$ cat src/rtl/config_loader.sv
// -----------------------------------------------------------------------------
// config_loader
//
// Receives a serial configuration frame (LSB-first bytes, qualified by
// sin_valid) and turns each data byte into a one-cycle register write for the
// connection-block configuration registers.
//
// Frame: 0xA5 header, count N (1..NUM_BLOCKS), N data bytes, then a checksum
// byte equal to the XOR of the N data bytes.
//
// Ports
//   clk        sole clock, rising edge
//   reset      synchronous active-low reset
//   start      one-cycle pulse, begins (or restarts) a frame
//   sin        serial data bit
//   sin_valid  sin qualifier; a bit is consumed only when high
//   cfg_data   byte to load into the addressed register (held between writes)
//   cfg_addr   register index (held between writes)
//   cfg_we     one-cycle write strobe for cfg_data/cfg_addr
//   busy       high while a frame is in progress
//   done       one-cycle pulse on a frame with a good checksum
//   error      sticky frame error, cleared by start or reset
// -----------------------------------------------------------------------------
module config_loader #(
    parameter int NUM_BLOCKS = 16,
    parameter int ADDR_W     = 4
) (
    input  logic              clk,
    input  logic              reset,
    input  logic              start,
    input  logic              sin,
    input  logic              sin_valid,
    output logic [7:0]        cfg_data,
    output logic [ADDR_W-1:0] cfg_addr,
    output logic              cfg_we,
    output logic              busy,
    output logic              done,
    output logic              error
);

    localparam logic [7:0] HDR_BYTE = 8'hA5;
    localparam logic [7:0] MAX_N    = 8'(NUM_BLOCKS);

    typedef enum logic [2:0] {
        S_IDLE,
        S_HDR,
        S_CNT,
        S_DATA,
        S_CHK
    } state_t;

    state_t            state_q,    state_d;
    logic [2:0]        bit_cnt_q,  bit_cnt_d;
    logic [6:0]        shreg_q,    shreg_d;     // first seven bits of the byte
    logic [7:0]        idx_q,      idx_d;       // data byte index k
    logic [7:0]        count_q,    count_d;     // latched N
    logic [7:0]        xor_q,      xor_d;       // running XOR of data bytes
    logic [7:0]        cfg_data_q, cfg_data_d;
    logic [ADDR_W-1:0] cfg_addr_q, cfg_addr_d;
    logic              cfg_we_q,   cfg_we_d;
    logic              busy_q,     busy_d;
    logic              done_q,     done_d;
    logic              error_q,    error_d;

    // LSB-first: the eighth valid bit is the MSB of the completed byte.
    logic [7:0] new_byte;
    logic       byte_done;

    assign new_byte  = {sin, shreg_q};
    assign byte_done = sin_valid && (bit_cnt_q == 3'd7);

    // NOTE: every signal written here gets a default first, so no path leaves
    // it unassigned and no latch is inferred.
    always_comb begin
        state_d    = state_q;
        bit_cnt_d  = bit_cnt_q;
        shreg_d    = shreg_q;
        idx_d      = idx_q;
        count_d    = count_q;
        xor_d      = xor_q;
        cfg_data_d = cfg_data_q;
        cfg_addr_d = cfg_addr_q;
        cfg_we_d   = 1'b0;
        done_d     = 1'b0;
        error_d    = error_q;

        if (start) begin
            // Start wins over any bit arriving in the same cycle and aborts
            // a frame in progress.
            state_d   = S_HDR;
            bit_cnt_d = 3'd0;
            shreg_d   = 7'd0;
            idx_d     = 8'd0;
            count_d   = 8'd0;
            xor_d     = 8'd0;
            error_d   = 1'b0;
        end else if (state_q != S_IDLE && sin_valid) begin
            bit_cnt_d = bit_cnt_q + 3'd1;
            shreg_d   = {sin, shreg_q[6:1]};

            if (byte_done) begin
                unique case (state_q)
                    S_HDR: begin
                        if (new_byte == HDR_BYTE) begin
                            state_d = S_CNT;
                        end else begin
                            state_d = S_IDLE;
                            error_d = 1'b1;
                        end
                    end
                    S_CNT: begin
                        if (new_byte != 8'd0 && new_byte <= MAX_N) begin
                            count_d = new_byte;
                            state_d = S_DATA;
                        end else begin
                            state_d = S_IDLE;
                            error_d = 1'b1;
                        end
                    end
                    S_DATA: begin
                        cfg_we_d   = 1'b1;
                        cfg_data_d = new_byte;
                        cfg_addr_d = idx_q[ADDR_W-1:0];
                        xor_d      = xor_q ^ new_byte;
                        idx_d      = idx_q + 8'd1;
                        if (idx_q == count_q - 8'd1) begin
                            state_d = S_CHK;
                        end
                    end
                    S_CHK: begin
                        state_d = S_IDLE;
                        if (new_byte == xor_q) begin
                            done_d = 1'b1;
                        end else begin
                            error_d = 1'b1;
                        end
                    end
                    default: state_d = S_IDLE;
                endcase
            end
        end

        // busy drops in the same cycle done/error is raised.
        busy_d = (state_d != S_IDLE);
    end

    // NOTE: sequential state uses non-blocking assignments so every flop
    // samples the pre-edge value of the others.
    always_ff @(posedge clk) begin
        if (!reset) begin
            state_q    <= S_IDLE;
            bit_cnt_q  <= 3'd0;
            shreg_q    <= 7'd0;
            idx_q      <= 8'd0;
            count_q    <= 8'd0;
            xor_q      <= 8'd0;
            cfg_data_q <= 8'd0;
            cfg_addr_q <= '0;
            cfg_we_q   <= 1'b0;
            busy_q     <= 1'b0;
            done_q     <= 1'b0;
            error_q    <= 1'b0;
        end else begin
            state_q    <= state_d;
            bit_cnt_q  <= bit_cnt_d;
            shreg_q    <= shreg_d;
            idx_q      <= idx_d;
            count_q    <= count_d;
            xor_q      <= xor_d;
            cfg_data_q <= cfg_data_d;
            cfg_addr_q <= cfg_addr_d;
            cfg_we_q   <= cfg_we_d;
            busy_q     <= busy_d;
            done_q     <= done_d;
            error_q    <= error_d;
        end
    end

    assign cfg_data = cfg_data_q;
    assign cfg_addr = cfg_addr_q;
    assign cfg_we   = cfg_we_q;
    assign busy     = busy_q;
    assign done     = done_q;
    assign error    = error_q;

endmodule
$ cat config.mk
export PLATFORM = sky130hd
export DESIGN_NAME = config_loader
export DESIGN_NICKNAME = d
export VERILOG_FILES = /design/src/rtl/config_loader.sv
export SDC_FILE = /design/constraint.sdc
export NUM_CORES = 1
export LEC_CHECK = 0
export CORE_ASPECT_RATIO = 1.25
export CORE_UTILIZATION = 40
export CTS_CLUSTER_DIAMETER = 80
export CTS_CLUSTER_SIZE = 28
export DETAILED_ROUTE_END_ITERATION = 6
export SYNTH_ARGS = -nofsm -noshare
export SYNTH_HDL_FRONTEND = slang
export SYNTH_SLANG_ARGS = --single-unit
$ cat constraint.sdc
create_clock -name clk -period 4.4 [get_ports clk]
set_clock_uncertainty 0.05 [all_clocks]
set_input_delay 0.88 -clock clk [delete_from_list [all_inputs] [get_ports clk]]
set_output_delay 0.88 -clock clk [all_outputs]
set_load 0.02 [all_outputs]
==> After elaboration in Yosys (flattened, before gate mapping) <==
Index checks and enable logic that the tools add are counted.
{ "word_totals": {"register_bits": 53, "inputBits": 5, "output_inout_bits": 16, "elab_cells": 60} }
{ "classes": {"n_addsub": 3, "n_lt_le_gt_ge": 1, "n_eq_ne": 11, "n_mux": 13, "bitwise_logic": 6, "reduce_logical": 14} }
{ "ops": {"columns": ["operator", "n"], "rows": [
  ["$eq 8x8->1", 2],
  ["$mux 3", 4],
  ["$pmux 3 s3", 1],
  ["$reduce_bool 3->1", 3],
  ["$add 8x1->8 const B", 1],
  ["$eq 8x8->1 const B", 1],
  ["$le 8x5->1 const B", 1],
  ["$reduce_and 4->1", 2],
  ["$reduce_bool 8->1", 1],
  ["$sub 8x1->8 const B", 1],
  ["$xor 8x8->8", 1],
  ["$eq 3x2->1 const B", 2],
  ["$eq 3x3->1 const B", 2],
  ["$ne 2x2->1 const B", 3],
  ["$reduce_and 6->1", 1],
  ["$mux 1", 5],
  ["$not 1->1", 5],
  ["$reduce_or 5->1", 1],
  ["$mux 2", 2],
  ["$reduce_or 4->1", 1],
  ["$add 3x1->3 const B", 1],
  ["$eq 3x1->1 const B", 1],
  ["$logic_and 1x1->1", 3],
  ["$pmux 1 s3", 1],
  ["2 further kinds", 2]
]} }

==> Longest topological paths before layout <==
Gate-level depths: netlist (run 1).
{ "logic_depth": {"word_depth": 8, "mapped_depth": 8, "ltp_nobuf": 8} }

==> Worst setup path after synthesis (run 1) <==
Ideal clock, no wire load.
{ "synth_path": {"path_type": "input -> register", "startpoint": "input port sin", "endpoint": "register busy_q (netlist: busy)", "setup_time_ns": 0.073, "t_arrival_ns": 1.855, "path_slack_ns": 2.421, "path_stages": 6, "path_buffers": 0, "path_cell_list": "nor4b_1 -> and3_1 -> nand3_2 -> a21oi_1 -> nor3_2 -> o211ai_2"} }
{ "synth_via": {"elab_chain_len": 8} }
{ "synth_lines": {"columns": ["element", "line_no", "rtl"], "rows": [
  ["start: declaration", "31", "input logic sin,"],
  ["$le 8x5->1 or $reduce_bool 8->1 (tied branches)", "112", "if (new_byte != 8'd0 && new_byte <= MAX_N) begin"],
  ["$logic_and 1x1->1", "112", null],
  ["$mux 2", "112", null],
  ["$pmux 3 s3 *", "102", "unique case (state_q)"],
  ["$mux 3 *", "101", "if (byte_done) begin"],
  ["$mux 3 *", "97", "end else if (state_q != S_IDLE && sin_valid) begin"],
  ["$mux 3 *", "87", "if (start) begin"],
  ["$reduce_bool 3->1 *", "144", "busy_d = (state_d != S_IDLE);"],
  ["end signal: assignment", "173", "busy_q <= busy_d;"],
  ["end: declaration", "61", "logic busy_q, busy_d;"]
]} }
Every way passes the cells marked *; elsewhere a longest branch is shown, timed or not.
A chain may end at the register's enable or synchronous reset.

==> Final worst setup path (run 1) <==
{ "layout_path": {"startpoint": "input port sin_valid", "endpoint": "register idx_q[7]"} }
{ "layout_via": {"elab_chain_len": 2} }
{ "layout_lines": {"columns": ["element", "line_no", "rtl"], "rows": [
  ["start: declaration", "32", "input logic sin_valid,"],
  ["$logic_and 1x1->1, on equally long branches", "70, 97", null],
  ["$reduce_and 3->1 (no line) *", null, null],
  ["end signal: assignment", "167", "idx_q <= idx_d;"],
  ["end: declaration", "55", "logic [7:0] idx_q, idx_d;"]
]} }
Marked as above.

==> flow_summary_export.csv, run 1 <==
group,metric,value,unit
run_status,status,"complete, no violations",
power_and_ir_drop,power.total,0.000779,W
clock_network,cts_tree,"done",
floorplanning,dieWidth,73.1,um
clock_network,numCtsBuffers,5,
floorplanning,rows,32,
placed_design,portBuffers,20,
global_routing,overflow,0,
worst_setup_path,crit_fanout,15,
synth,synth_edf_count,0,
global_routing,grt_first_pass_wirelength,9.33,mm
clock_network,path_clk_slew,0.09,ns
global_routing,antenna_found_initial,0,
routing,totalWireLength,5.34,mm
synth,syn_inst,301,
worst_setup_path,rrSetupSlack,2.15,ns
timing,setup_tns,0,ns
floorplanning,fp.dieArea,0.00664,mm2
worst_setup_path,worstPathRequired,4.54,ns
final_layout,n_antenna_cell,0,
placed_design,hpwl,3.75,mm
global_routing,grt_max_degree,28,
placed_design,routabilityCongestion,0.755,
worst_setup_path,r2r_end,"idx_q[7]$_SDFFE_PP0P_",
routing,wl_per_cell,13.5,um
timing,timing.fmax,384,MHz
worst_setup_path,end_kind,"flop",
timing,hold_viol,0,
routing,vias_per_cell,5.11,
routing,vias,2017,
routing,drtIter0Drc,93,
timing,setup_viol,0,
floorplanning,initial_core_util,0.412,
power_and_ir_drop,p_leak,1.07,nW
final_layout,area_delta_synth_final,12.4,%
clock_network,htreeDepth,2,
job,maxCapViolCount,0,
timing,finalCriticalPeriod,2.60,ns
synth,syn-cell-area,0.00252,mm2
worst_setup_path,worst-setup-path-type,"input port to flop",
timing,rsz0062_at_grt,"false",
final_layout,drive_gt1_frac,0.0613,
synth,ys_seq_elements,53,
clock_network,cts_num_sinks,53,
worst_setup_path,cp.arrival,2.75,ns
global_routing,grt_use_total,0.178,
clock_network,cts_root_buf,"clkbuf_8",
floorplanning,die_y,90.8,um
synth,ys_types,43,
worst_setup_path,start_kind,"input port",
synth,synth_nets,310,
synth,async_flop_share,0,
worst_setup_path,r2r_cells,8,
hold_path,hold_end,"bit_cnt_q[1]$_SDFFE_PP0P_",
hold_path,holdPathStages,2,
worst_setup_path,r2r-start,"bit_cnt_q[0]$_SDFFE_PP0P_",
global_routing,grt_pass1_vias,1930,
synth,syn_avg_cell_area,8.39,um2
synth,yosysSeqAreaShare,0.420,
floorplanning,core_region_area,0.00613,mm2
hold_path,hold_start,"bit_cnt_q[1]$_SDFFE_PP0P_",
clock_network,cts_setup_buffers,0,
timing,tightest_slew,1.13,ns
hold_path,hold_path_class,"flop to flop",
timing,drv_slew,0,
clock_network,ctsHoldBuffers,0,
synth,synth_warnings,0,
clock_network,cts_buffer_depth,2,
timing,slew_headroom,0.237,
routing,drt-pass1-iter-count,4,
final_layout,final_nets,318,
power_and_ir_drop,peakVddDrop,158,uV
clock_network,clock_latency,0.30,ns
routing,drc_errors,0,
synth,ys.flop_type,"dfxtp_1",
routing,drtAntennaViolNets,0,
power_and_ir_drop,cellPowerDensity,274,mW/mm2
timing,min_period_over_period,0.591,
floorplanning,pin_count,21,
clock_network,cts_resized,0,
-- cell usage after synthesis, drive strengths merged (2+ instances only) --
library cell	count	area, um2
and3	7	45.1
dfxtp	53	1060
nand2	52	195
nor4	3	18.8
nor3	4	36.3
clkbuf	17	63.8
a31oi	3	18.8
xnor2	9	78.8
inv	6	22.5
mux2i	6	60.1
xor2	26	228
nand4	7	50.1
a21oi	27	135
o21ai	12	60.1
o211ai	2	25.0
nand3	4	25.0
buf	4	26.3
ha	4	50.1
o31a	3	26.3
nand2b	2	12.5
nor2	34	128
nor4b	2	17.5
a211o	2	18.8
-- layer usage --
metal,routed length [um],vias to the layer above,share of wire,GRT usage
met3,111,5,0.021,0.0301
met2,2600,22,0.49,0.292
met4,65,0,0.012,0.0556
met5,0,-,0,0
li1,-,1036,-,-
met1,2560,954,0.48,0.235
-- layout make-up --
class,instances,area (um2)
flip-flops and latches,53,1060
repair buffers,22,215
clock buffers,6,72.6
fillers,605,3290
inverters,6,22.5
multi-input cells,221,1350
clock inverters,2,10.0
well taps,85,106
-- worst max path at each step --
stage,start,endpoint,slack [ns],cells past startpoint
final,sin_valid,idx_q[7]$_SDFFE_PP0P_,1.80,7
after global routing,sin_valid,idx_q[7]$_SDFFE_PP0P_,1.57,7
after CTS,sin_valid,idx_q[7]$_SDFFE_PP0P_,1.80,7
after detailed placement,sin_valid,idx_q[7]$_SDFFE_PP0P_,1.48,7
after global placement,sin_valid,idx_q[7]$_SDFFE_PP0P_,1.53,7
after floorplan,sin,busy$_SDFF_PN0_,2.42,6
-- power breakdown --
| part | switching, W | leakage, nW | internal [W] |
|---|---|---|---|
| Combinational | 0.0000197 | 0.599 | 0.00000958 |
| Clock | 0.000155 | 0.0450 | 0.000111 |
| Sequential | 0.00000253 | 0.427 | 0.000481 |
-- worst max-delay path: stages --
cell,delay (ns)
clkdlybuf4s50_1,0.56
nand2_1,0.14
and2b_1,0.58
and3_1,0.26
nand4_1,0.11
xor2_1,0.15
nor2_1,0.05
-- sequential cells by signal, summed over array words and instances, names as in the netlist --
register	count
count_q	8
bit_cnt_q	3
shreg_q	7
done	1
idx_q	8
cfg_addr	4
cfg_we	1
error	1
state_q	3
xor_q	8
busy	1
cfg_data	8
-- through the flow --
step | util | instances | setup slack [ns] | cell area, um2 | hold slack (ns)
after floorplan | - | 301 | 2.42 | 2520 | 0.390
after global placement | 0.450 | 387 | 1.53 | 2760 | 0.395
after detailed placement | 0.450 | 387 | 1.48 | 2760 | 0.410
after CTS | 0.463 | 395 | 1.80 | 2840 | 0.423
after global routing | 0.463 | 395 | 1.57 | 2840 | 0.450
final | 0.463 | 395 | 1.80 | 2840 | 0.419
-- kinds of logic (layout without fill, tap and decap cells) --
kind of cell / after synthesis / count (layout) / share of synthesized area
AND/OR/NAND/NOR: 121 / 121 / 0.228
AO/OA/AOI/OAI: 55 / 55 / 0.142
flip-flops: 53 / 53 / 0.420
adder cells (fa/ha/maj): 4 / 4 / 0.0198
buffers and inverters: 27 / 36 / 0.0446
XOR/XNOR: 35 / 35 / 0.121
multiplexers: 6 / 6 / 0.0238
-- cells in the final DEF, fill, tap and decap left out, drive strengths merged --
| cell type | count |
|---|---|
| nor3 | 4 |
| nand4 | 7 |
| o31a | 3 |
| and2b | 1 |
| xor2 | 26 |
| a2111o | 1 |
| or4b | 1 |
| a211o | 2 |
| and3b | 1 |
| a311o | 1 |
| inv | 6 |
| mux2i | 6 |
| clkdlybuf4s50 | 20 |
| nand2 | 52 |
| nor2 | 34 |
| nand2b | 2 |
| and3 | 7 |
| dfxtp | 53 |
| o2111ai | 1 |
| clkbuf | 6 |
| o31ai | 1 |
| ha | 4 |
| buf | 2 |
| a31oi | 3 |
| a21oi | 27 |
| nand4b | 1 |
| clkinv | 2 |
| nand3 | 4 |
| o211ai | 2 |
| a31o | 1 |
| or4 | 1 |
| nor2b | 1 |
| nor4 | 3 |
| xnor2 | 9 |
| o21ai | 12 |
| nor4b | 2 |
| a2111oi | 1 |
(Power assumes the default switching activity.)
==> run 2, diff against run 1 <==
Clock period 4.4 ns to 2.1 ns, I/O delays scaled along.
==> flow_summary_export.csv, run 2 (synthesis gave the netlist of run 1 again) <==
group,metric,value,unit
run_status,status,"complete, no violations",
timing,slew_headroom,0.769,
hold_path,hold_start,"bit_cnt_q[1]$_SDFFE_PP0P_",
global_routing,overflow,0,
clock_network,path_clk_slew,0.10,ns
worst_setup_path,r2r_cells,8,
worst_setup_path,r2r_end,"busy$_SDFF_PN0_",
timing,setup_ws,0.112,ns
worst_setup_path,worst-setup-path-type,"flop to flop",
routing,drtIter0Drc,74,
hold_path,hold_path_class,"flop to flop",
power_and_ir_drop,cellPowerDensity,578,mW/mm2
timing,tightest_slew,0.341,ns
final_layout,instances_no_fill,420,
worst_setup_path,r2r-start,"count_q[1]$_SDFFE_PP0P_",
clock_network,cts_root_buf,"clkbuf_8",
global_routing,antenna_found_initial,0,
floorplanning,fp.dieArea,0.00664,mm2
routing,drtAntennaViolNets,0,
floorplanning,die_y,90.8,um
worst_setup_path,crit_fanout,2,
timing,setup_viol,0,
hold_path,holdPathStages,2,
final_layout,postLayoutCoreUtil,0.504,
clock_network,ctsHoldBuffers,0,
final_layout,final_nets,343,
worst_setup_path,worstPathRequired,2.29,ns
placed_design,routabilityCongestion,0.778,
final_layout,n_antenna_cell,0,
power_and_ir_drop,peakVddDrop,343,uV
routing,vias_per_cell,5.04,
clock_network,cts_tree,"done",
final_layout,area_delta_synth_final,22.2,%
final_layout,layout_commonest_cell,"nand2_1",
final_layout,drive_gt1_frac,0.149,
floorplanning,pin_count,21,
clock_network,numCtsBuffers,5,
floorplanning,rows,32,
clock_network,htreeDepth,2,
job,maxCapViolCount,0,
routing,drt-pass1-iter-count,4,
global_routing,grt_first_pass_wirelength,9.42,mm
global_routing,grt_pass1_vias,2037,
timing,drv_slew,0,
routing,totalWireLength,5.60,mm
final_layout,fillers,615,
global_routing,grt_max_degree,34,
worst_setup_path,end_kind,"flop",
placed_design,placed_cell_area,0.00296,mm2
routing,wl_per_cell,13.3,um
hold_path,hold_end,"bit_cnt_q[1]$_SDFFE_PP0P_",
global_routing,grt_use_total,0.182,
final_layout,layout_common_cells,"nand2_1, dfxtp_1, nor2_1",
worst_setup_path,start_kind,"flop",
routing,drc_errors,0,
worst_setup_path,rrSetupSlack,0.11,ns
floorplanning,core_region_area,0.00613,mm2
clock_network,clock_latency,0.31,ns
routing,vias,2115,
timing,rsz0062_at_grt,"true",
timing,min_period_over_period,0.946,
timing,timing.fmax,503,MHz
clock_network,cts_buffer_depth,2,
floorplanning,initial_core_util,0.412,
placed_design,portBuffers,20,
timing,hold_viol,0,
placed_design,dp_slack,-0.0493,ns
final_layout,final_area,0.00309,mm2
placed_design,placed_cells,412,
clock_network,cts_num_sinks,53,
power_and_ir_drop,p_leak,1.22,nW
timing,finalCriticalPeriod,1.99,ns
placed_design,hpwl,4.06,mm
floorplanning,dieWidth,73.1,um
worst_setup_path,cp.arrival,2.17,ns
-- run 2: layer usage --
metal / share of wire / vias to the layer above / GRT usage
met1: 0.47 / 1003 / 0.227
met2: 0.50 / 30 / 0.314
met4: 0.0038 / 0 / 0.0507
li1: - / 1080 / -
met3: 0.026 / 2 / 0.0335
met5: 0 / - / 0
-- run 2: how the worst max path moves through the flow --
stage | from | depth (start not counted) | end
after floorplan | count_q[0]$_SDFFE_PP0P_ | 8 | busy$_SDFF_PN0_
after global placement | sin | 7 | count_q[0]$_SDFFE_PP0P_
after detailed placement | sin | 7 | count_q[3]$_SDFFE_PP0P_
after CTS | count_q[0]$_SDFFE_PP0P_ | 8 | busy$_SDFF_PN0_
after global routing | count_q[0]$_SDFFE_PP0P_ | 8 | busy$_SDFF_PN0_
final | count_q[1]$_SDFFE_PP0P_ | 8 | busy$_SDFF_PN0_
-- run 2: worst max-delay path, cell delays in order (launching register included) --
cell and delay [ns]:
dfxtp_2 0.35, inv_2 0.04, ha_4 0.25, xor2_1 0.13, nand2_1 0.11, a2111oi_4 0.38
o211ai_2 0.18, o31a_1 0.35, o211ai_2 0.07
-- run 2: what timing repair did --
| action | in CTS | in global routing |
|---|---|---|
| setup buffers | 0 | 0 |
| resized for setup | 0 | 7 |
| endpoints found under the setup margin | 0 | 4 |
| hold endpoints to repair | 0 | 0 |
-- run 2: where the power goes --
part	total (W)	internal [W]	switching, W	leakage [nW]
Clock	0.000695	0.000358	0.000337	0.0554
Sequential	0.00101	0.00101	0.00000250	0.428
Combinational	0.0000786	0.0000317	0.0000469	0.736
-- run 2: layout make-up --
cell class,instances,area (um2),area share
Multi-Input combinational cell,221,1370,0.443
Sequential cell,53,1060,0.345
Timing Repair Buffer,47,415,0.135
Tap cell,85,106,0.0345
Clock buffer,6,72.6,0.0235
Clock inverter,2,38.8,0.0126
Inverter,6,22.5,0.00730
-- run 2: stage by stage --
stage | hold slack, ns | power, W | setup TNS [ns]
finish | 0.416 | 0.00178 | 0
floorplan | 0.390 | 0.00107 | 0
global route | 0.455 | 0.00186 | -0.00481
CTS | 0.417 | 0.00180 | 0
detailed placement | 0.403 | 0.00111 | -0.242
global placement | 0.395 | 0.00111 | -0.0472
==> run 3, diff against run 2 <==
Settings changed: GPL_ROUTABILITY_DRIVEN set to 0.
Clock period 2.1 ns to 1.6 ns, I/O delays scaled along.
==> flow_summary_export.csv, run 3 (synthesis gave the netlist of run 1 again) <==
group,metric,value,unit
worst_setup_path,slowest_delay,0.39,ns
clock_network,path_clk_slew,0.10,ns
clock_network,cts_buffer_depth,2,
job,maxCapViolCount,0,
routing,vias_per_cell,4.94,
floorplanning,pin_count,21,
worst_setup_path,path_buf_inv,1,
timing,drv_slew,0,
global_routing,grt_first_pass_wirelength,10.5,mm
floorplanning,core_region_area,0.00613,mm2
timing,setup_viol,10,
placed_design,portBuffers,20,
worst_setup_path,crit_fanout,3,
placed_design,dp_slack,-0.471,ns
placed_design,hpwl,4.49,mm
timing,setup_ws,-0.278,ns
timing,timing.fmax,533,MHz
timing,hold_viol,0,
timing,tightest_slew,0.323,ns
routing,drc_errors,0,
floorplanning,die_y,90.8,um
worst_setup_path,crit_slowest_cell,"a2111oi_4",
worst_setup_path,start_kind,"flop",
timing,rsz0062_at_grt,"true",
clock_network,cts_tree,"done",
power_and_ir_drop,power.total,0.00222,W
timing,setup_tns,-1.12,ns
worst_setup_path,cp_top_family,"compound AO/OA/AOI/OAI gates",
floorplanning,rows,32,
timing,slew_headroom,0.783,
clock_network,ctsHoldBuffers,0,
timing,min_period_over_period,1.17,
run_status,violations,"negative setup slack",
hold_path,hold_path_class,"flop to flop",
final_layout,layout_common_cells,"buf_4, dfxtp_1, nand2_1, nor2_1",
run_status,status,"finished, violations left",
clock_network,htreeDepth,2,
final_layout,n_antenna_cell,0,
final_layout,drive_gt1_frac,0.319,
worst_setup_path,cp.arrival,2.07,ns
clock_network,cts_root_buf,"clkbuf_8",
clock_network,cts_num_sinks,53,
worst_setup_path,end_kind,"flop",
global_routing,antenna_found_initial,0,
floorplanning,initial_core_util,0.412,
global_routing,grt_use_total,0.202,
routing,wl_per_cell,13.9,um
worst_setup_path,cp_cell_sequence,"inv_2 > ha_4 > nand2_2 > o31a_1 > a2111oi_4 > o211ai_2 > o31a_1 > o211ai_2",
final_layout,layout_commonest_cell,"buf_4",
timing,finalCriticalPeriod,1.88,ns
power_and_ir_drop,p_leak,1.55,nW
power_and_ir_drop,peakVddDrop,620,uV
worst_setup_path,worstPathRequired,1.79,ns
final_layout,area_delta_synth_final,38.1,%
routing,drtIter0Drc,77,
routing,vias,2233,
worst_setup_path,worst-setup-path-type,"flop to flop",
clock_network,clock_latency,0.31,ns
final_layout,register_area,0.00107,mm2
global_routing,overflow,0,
final_layout,postLayoutCoreUtil,0.569,
floorplanning,dieWidth,73.1,um
final_layout,fillers,573,
global_routing,grt_max_degree,25,
global_routing,grt_pass1_vias,2232,
routing,drtAntennaViolNets,0,
floorplanning,fp.dieArea,0.00664,mm2
routing,drt-pass1-iter-count,4,
clock_network,numCtsBuffers,5,
final_layout,multi_input_area,0.00153,mm2
routing,totalWireLength,6.26,mm
power_and_ir_drop,cellPowerDensity,636,mW/mm2
final_layout,final_nets,375,
-- run 3: cell count changes in the layout (fill, tap and decap cells not counted), sizes merged --
cell           delta
buf              +32
clkinvlp          +1
clkdlybuf4s50    -17
inv               +1
dlygate4sd2      +17
clkbuf            -1
bufinv            -1
-- run 3: power by group --
group | leakage (nW) | switching [W] | internal [W]
logic | 1.07 | 0.0000694 | 0.0000487
registers | 0.432 | 0.00000323 | 0.00132
clock network | 0.0445 | 0.000463 | 0.000312
-- run 3: what timing repair did --
item,CTS,global route
buffers inserted,1,4
setup endpoints to repair,47,39
gates resized for setup,36,30
cloned,0,1
pin swaps,13,24
-- run 3: area by class of cell --
class | instances | area share
Multi-Input combinational cell | 221 | 0.440
Timing Repair Buffer | 79 | 0.190
Inverter | 6 | 0.00646
Sequential cell | 53 | 0.307
Tap cell | 85 | 0.0305
Clock buffer | 5 | 0.0197
Clock inverter | 3 | 0.00610
-- run 3: worst reg2reg max path: cells and delay by family (launching register included) --
family	cells	cell delay, ns
flip-flops	1	0.33
AO/OA/AOI/OAI	5	1.17
AND/OR/NAND/NOR	1	0.04
adder cells (fa/ha/maj)	1	0.14
buffers and inverters	1	0.06
-- run 3: final timing paths --
kind | start | end | slack, ns | cells after the start
setup / recovery | count_q[0]$_SDFFE_PP0P_ | busy$_SDFF_PN0_ | -0.28 | 8
hold / removal | cfg_addr[1]$_SDFFE_PN0P_ | cfg_addr[1]$_SDFFE_PN0P_ | 0.43 | 2
setup reg to reg | count_q[0]$_SDFFE_PP0P_ | busy$_SDFF_PN0_ | -0.28 | 8
hold reg to reg | cfg_addr[1]$_SDFFE_PN0P_ | cfg_addr[1]$_SDFFE_PN0P_ | 0.43 | 2
-- run 3: metrics by stage --
step	cells	hold slack, ns	cell area [um2]
2_1_floorplan	301	0.393	2580
3_3_place_gp	439	0.402	3200
3_5_place_dp	439	0.408	3200
4_1_cts	448	0.431	3350
5_1_grt	452	0.455	3490
6_report	452	0.427	3490
-- run 3: layer usage --
| layer | part of all wire | GRT usage | vias up |
|---|---|---|---|
| met5 | 0 | 0 | - |
| met4 | 0.014 | 0.0588 | 0 |
| met2 | 0.54 | 0.358 | 23 |
| met3 | 0.019 | 0.0301 | 5 |
| met1 | 0.43 | 0.247 | 1055 |
| li1 | - | - | 1150 |
